## config.mk

```make
export PLATFORM = sky130hd
export DESIGN_NAME = mem_access_ctrl
export DESIGN_NICKNAME = d
export VERILOG_FILES = /design/src/rtl/mem_access_ctrl.sv
export SDC_FILE = /design/constraint.sdc
export NUM_CORES = 1
export LEC_CHECK = 0
export ABC_AREA = 1
export CELL_PAD_IN_SITES_DETAIL_PLACEMENT = 1
export CELL_PAD_IN_SITES_GLOBAL_PLACEMENT = 2
export CORE_MARGIN = 4
export CORE_UTILIZATION = 26
export DETAILED_ROUTE_END_ITERATION = 7
export PLACE_DENSITY_LB_ADDON = 0.08
export SLEW_MARGIN = 5
export SYNTH_ARGS = -nofsm -noshare
export SYNTH_HDL_FRONTEND = slang
export SYNTH_SLANG_ARGS = --single-unit
export TNS_END_PERCENT = 10
```

## constraint.sdc

```tcl
create_clock -name clk -period 6.7 [get_ports clk]
set_clock_uncertainty 0.1 [all_clocks]
set_input_delay 1.005 -clock clk [delete_from_list [all_inputs] [get_ports clk]]
set_output_delay 1.005 -clock clk [all_outputs]
set_load 0.01 [all_outputs]
```

## src/rtl/mem_access_ctrl.sv

```systemverilog
// Memory-stage load/store controller.
//
// Accepts one M-stage request at a time. It checks alignment, issues a single data-memory
// access, and stalls the pipeline for DM_LAT+1 cycles. Load data is lane-selected and
// sign- or zero-extended before it is returned.
//
// Ports:
//   clk, reset             clock (rising edge), asynchronous active-high reset
//   req_valid/we/size/addr/wdata   request from the M stage
//   stall, misalign        pipeline freeze and alignment-exception flag
//   dm_en/we/be/addr/wdata data-memory strobes and registered access fields
//   dm_rdata               data-memory read word
//   rd_valid, rd_data      load completion pulse and extended load result
module mem_access_ctrl #(
  parameter int unsigned DM_LAT = 2
) (
  input  logic        clk,
  input  logic        reset,
  input  logic        req_valid,
  input  logic        req_we,
  input  logic [2:0]  req_size,
  input  logic [31:0] req_addr,
  input  logic [31:0] req_wdata,
  output logic        stall,
  output logic        misalign,
  output logic        dm_en,
  output logic        dm_we,
  output logic [3:0]  dm_be,
  output logic [31:0] dm_addr,
  output logic [31:0] dm_wdata,
  input  logic [31:0] dm_rdata,
  output logic        rd_valid,
  output logic [31:0] rd_data
);

  typedef enum logic [1:0] {StIdle, StWait, StDone} state_e;

  localparam logic [2:0] LatInit = 3'(DM_LAT);

  state_e      state_q, state_d;
  logic [2:0]  cnt_q, cnt_d;
  logic [2:0]  size_q, size_d;
  logic [1:0]  off_q, off_d;
  logic        we_q, we_d;
  logic        dm_en_q, dm_en_d;
  logic        dm_we_q, dm_we_d;
  logic [3:0]  be_q, be_d;
  logic [31:0] addr_q, addr_d;
  logic [31:0] wdata_q, wdata_d;
  logic [31:0] rd_data_q, rd_data_d;

  logic        stall_c, misalign_c, rd_valid_c;

  // Request size decode; 101-111 alias to word.
  logic req_is_h, req_is_b, req_is_w, req_misaligned;
  logic [3:0]  req_be;
  logic [31:0] req_wdata_rep;

  always_comb begin
    req_is_h = (req_size == 3'b001) || (req_size == 3'b011);
    req_is_b = (req_size == 3'b010) || (req_size == 3'b100);
    req_is_w = !req_is_h && !req_is_b;

    req_misaligned = 1'b0;
    if (req_is_w)      req_misaligned = |req_addr[1:0];
    else if (req_is_h) req_misaligned = req_addr[0];

    req_be        = 4'b1111;
    req_wdata_rep = req_wdata;
    if (req_is_h) begin
      req_wdata_rep = {2{req_wdata[15:0]}};
      if (req_we) req_be = req_addr[1] ? 4'b1100 : 4'b0011;
    end else if (req_is_b) begin
      req_wdata_rep = {4{req_wdata[7:0]}};
      if (req_we) req_be = 4'b0001 << req_addr[1:0];
    end
  end

  // Lane select and extension of the returned word for the latched request.
  logic [15:0] rd_half;
  logic [7:0]  rd_byte;
  logic [31:0] rd_ext;

  always_comb begin
    rd_half = off_q[1] ? dm_rdata[31:16] : dm_rdata[15:0];
    unique case (off_q)
      2'd0:    rd_byte = dm_rdata[7:0];
      2'd1:    rd_byte = dm_rdata[15:8];
      2'd2:    rd_byte = dm_rdata[23:16];
      default: rd_byte = dm_rdata[31:24];
    endcase
    unique case (size_q)
      3'b001:  rd_ext = {{16{rd_half[15]}}, rd_half};
      3'b011:  rd_ext = {16'h0000, rd_half};
      3'b010:  rd_ext = {{24{rd_byte[7]}}, rd_byte};
      3'b100:  rd_ext = {24'h000000, rd_byte};
      default: rd_ext = dm_rdata;
    endcase
  end

  always_comb begin
    state_d    = state_q;
    cnt_d      = cnt_q;
    size_d     = size_q;
    off_d      = off_q;
    we_d       = we_q;
    be_d       = be_q;
    addr_d     = addr_q;
    wdata_d    = wdata_q;
    rd_data_d  = rd_data_q;
    dm_en_d    = 1'b0;
    dm_we_d    = 1'b0;
    stall_c    = 1'b0;
    misalign_c = 1'b0;
    rd_valid_c = 1'b0;

    unique case (state_q)
      StIdle: begin
        if (req_valid) begin
          if (req_misaligned) begin
            misalign_c = 1'b1;
          end else begin
            stall_c = 1'b1;
            state_d = StWait;
            cnt_d   = LatInit;
            size_d  = req_size;
            off_d   = req_addr[1:0];
            we_d    = req_we;
            be_d    = req_be;
            addr_d  = {req_addr[31:2], 2'b00};
            wdata_d = req_wdata_rep;
            // Strobes are registered so they are high only in the first WAIT cycle.
            dm_en_d = 1'b1;
            dm_we_d = req_we;
          end
        end
      end
      StWait: begin
        stall_c = 1'b1;
        cnt_d   = cnt_q - 3'd1;
        if (cnt_q == 3'd1) begin
          state_d = StDone;
          if (!we_q) rd_data_d = rd_ext;
        end
      end
      StDone: begin
        // Any req_valid here is the completing instruction itself, so it is ignored.
        rd_valid_c = !we_q;
        state_d    = StIdle;
      end
      default: state_d = StIdle;
    endcase
  end

  always_ff @(posedge clk or posedge reset) begin
    if (reset) begin
      state_q   <= StIdle;
      cnt_q     <= 3'd0;
      size_q    <= 3'd0;
      off_q     <= 2'd0;
      we_q      <= 1'b0;
      dm_en_q   <= 1'b0;
      dm_we_q   <= 1'b0;
      be_q      <= 4'd0;
      addr_q    <= 32'd0;
      wdata_q   <= 32'd0;
      rd_data_q <= 32'd0;
    end else begin
      state_q   <= state_d;
      cnt_q     <= cnt_d;
      size_q    <= size_d;
      off_q     <= off_d;
      we_q      <= we_d;
      dm_en_q   <= dm_en_d;
      dm_we_q   <= dm_we_d;
      be_q      <= be_d;
      addr_q    <= addr_d;
      wdata_q   <= wdata_d;
      rd_data_q <= rd_data_d;
    end
  end

  // Combinational outputs are gated so everything reads 0 while reset is held.
  assign stall    = stall_c & ~reset;
  assign misalign = misalign_c & ~reset;
  assign rd_valid = rd_valid_c & ~reset;
  assign dm_en    = dm_en_q;
  assign dm_we    = dm_we_q;
  assign dm_be    = be_q;
  assign dm_addr  = addr_q;
  assign dm_wdata = wdata_q;
  assign rd_data  = rd_data_q;

endmodule

```

==> qor.yml <==
grt_pass1_vias: 6263
synth_edf_count: 0
synth_xor_area_share_pct: 0
syn_avg_cell_area_sq_um: 7.25
final-max-slew-violation-count: 0
cts_max_level: 3
synth_warnings: 0
synth_area_leaders: "dfrtp_1, nand2_1, nor2_1, nand3_1, inv_1"
period_needed_ns: 4.32
numCtsBuffers: 9
cts.path.max_buffers: 2
critPathArrivalTime_ns: 3.22
rows: 53
drive_gt1_share_pct: 4.64
multi_input_area_sq_um: 2470
antenna_found_initial: 1
route.detailed.drc: 0
areaGrowthSynthToFinish_pct: 44.2
syn-cell-area_sq_um: 5670
maxUsedRoutingLayer: "met5"
synthFlopType: "dfrtp_1"
ctsResizeCount: 0
yosysMostFrequentCell: "nand2_1"
setup_tns_ns: 0
p_per_area_nw_per_um2: 435
firstDrtPassIters: 4
ant_nets: 0
drv_cap: 0
ys_seq_area_share_pct: 49.0
cts_hold_buf: 0
synth_compound_area_share_pct: 4.75
nFillCells: 2593
seq_area_sq_um: 2780
max_slew_margin_pct: 41.9
cts.clk_slew.worst_paths_ns: 0.09
synth_top_family_by_area: "simple AND/OR/NAND/NOR gates"
yosysTopAreaCell: "dfrtp_1"
status: "complete, no violations"
hold_path.class: "flop to flop"
insertion_delay_ns: 0.36
grt_pass1_wl_um: 33700
criticalPathCategory: "input port to primary output"
design_area_sq_um: 8180
met2_length_um: 10800
fp.dieW_um: 156
crit_path_end_kind: "primary output"
synthMuxAreaShare_pct: 0
die_h_um: 156
met3_length_um: 1400
antenna_cells: 0
dpl_cell_area_sq_um: 7850
rsz0062_at_grt: "no"
hold_viol: 0
post_synth_fa_ha_maj_area_fraction_pct: 0.442
final-setup-viol-count: 0
synthTopCellsByCount: "nand2_1, nor2_1, dfrtp_1, nand3_1, inv_1"
cts_tree: "yes"
worstPathRequired_ns: 5.59
drt_iter0_markers: 236
critPathLaunchType: "input port"
fmax_ghz: 0.231
leakage_nw: 3.99
tightest_slew_ns: 0.871
final_cells: 1245
wirelength_um: 21400
vias_per_cell: 4.56
critPathMaxFanout: 12
port_buffers: 205
async_flop_share_pct: 100
gp_congestion: 0.842
start_util_pct: 26.7
yosys.area_share.simple_pct: 38.2
cts_sinks: 111
nets: 1070
fin_crit_sh_pct: 64.5
vias: 5678
ys_ff_latch: 111
pin_count: 208
dp_cells: 1229
met1_length_um: 8880
die_area_sq_um: 24200
postSynthCellCount: 782
wire_per_inst_um: 17.2
grt_use_total_pct: 17.6
core_area_sq_um: 21200
synth.distinct_cells: 30
hold_ws_ns: 0.384
final_util_pct: 38.5
ir_drop_uv: 150
grt_max_degree: 81
cts_setup_buffers: 0
dp_hpwl_um: 16100
grt-ovfl-total: 0
cts_root_buf: "clkbuf_16"
synth_top_area_share_pct: 49.0
worst max-delay path, cell delays in order:
cell and delay, ns:
clkdlybuf4s50_1 0.46, inv_1 0.07, nor2_1 0.61, o21ai_0 0.20, nand2_2 0.14, nand2_4 0.05
a21oi_1 0.13, clkdlybuf4s50_1 0.55
per-stage QoR:
stage / worst slack, ns / power, mW
after floorplan: 2.66 / 2.09
after global placement: 2.35 / 2.96
after detailed placement: 2.31 / 3.00
after CTS: 2.31 / 3.63
after global routing: 2.13 / 3.85
final: 2.38 / 3.56
per-layer routing:
layer / GRT usage [%] / vias to the layer above
met5: 0 / -
met3: 4.85 / 18
li1: - / 2769
met4: 4.75 / 2
met2: 31.3 / 135
met1: 20.9 / 2754
layout make-up:
type,count,share of cell area [%]
Timing Repair Buffer,208,25.4
Sequential cell,111,34.0
Inverter,48,2.27
Clock inverter,6,1.03
Tap cell,275,4.21
Clock buffer,10,2.92
Multi-Input combinational cell,587,30.2
worst paths after layout:
| check | start | endpoint | slack [ns] | cells after the start |
|---|---|---|---|---|
| worst max-delay path | req_size[0] | stall | 2.38 | 8 |
| worst min-delay path | dm_addr[3]$_DFFE_PP0P_ | dm_addr[3]$_DFFE_PP0P_ | 0.38 | 2 |
| worst max register to register | state_q[1]$_DFFE_PP0P_ | size_q[1]$_DFFE_PP0P_ | 4.31 | 8 |
| worst min register to register | dm_addr[3]$_DFFE_PP0P_ | dm_addr[3]$_DFFE_PP0P_ | 0.38 | 2 |
| max in group asynchronous | reset | dm_wdata[25]$_DFFE_PP0P_ | 4.09 | 3 |
| min in group asynchronous | reset | dm_we$_DFF_PP0_ | 1.07 | 2 |
where the power goes:
| part | switching, mW | total (mW) | internal, mW | leakage (nW) |
|---|---|---|---|---|
| clock | 0.287 | 0.599 | 0.311 | 0.159 |
| sequential | 0.222 | 1.21 | 0.988 | 1.35 |
| combinational | 0.922 | 1.75 | 0.825 | 2.48 |
| total | 1.43 | 3.56 | 2.12 | 3.99 |
state kept, by name, indices dropped and copies added (netlist names), 2 cells and up:
register and flops:
dm_wdata 32, rd_data 32, dm_addr 30, dm_be 4
cnt_q 3, size_q 3, off_q 2, state_q 2
cells by family after synthesis:
family | Yosys count
compound gates | 50
fa+ha+maj | 2
buf+inv | 85
flops | 111
other cells | 1
simple gates | 533
cell usage in the layout (no fill, tap or decap), drive strengths merged:
cell type / Yosys / layout
nor2: 123 / 123
o211ai: 6 / 6
clkinv: 1 / 2
o21ai: 34 / 34
buf: 35 / 3
or2: 5 / 5
a21oi: 10 / 10
nand2: 347 / 347
nand3: 50 / 50
dfrtp: 111 / 111
nor3: 6 / 6
conb: 1 / 2
bufinv: 0 / 1
ha: 2 / 2
clkdlybuf4s50: 0 / 205
clkbuf: 2 / 10
inv: 47 / 51
nor4: 2 / 2
Note: power is estimated with default switching activity, not from simulation.
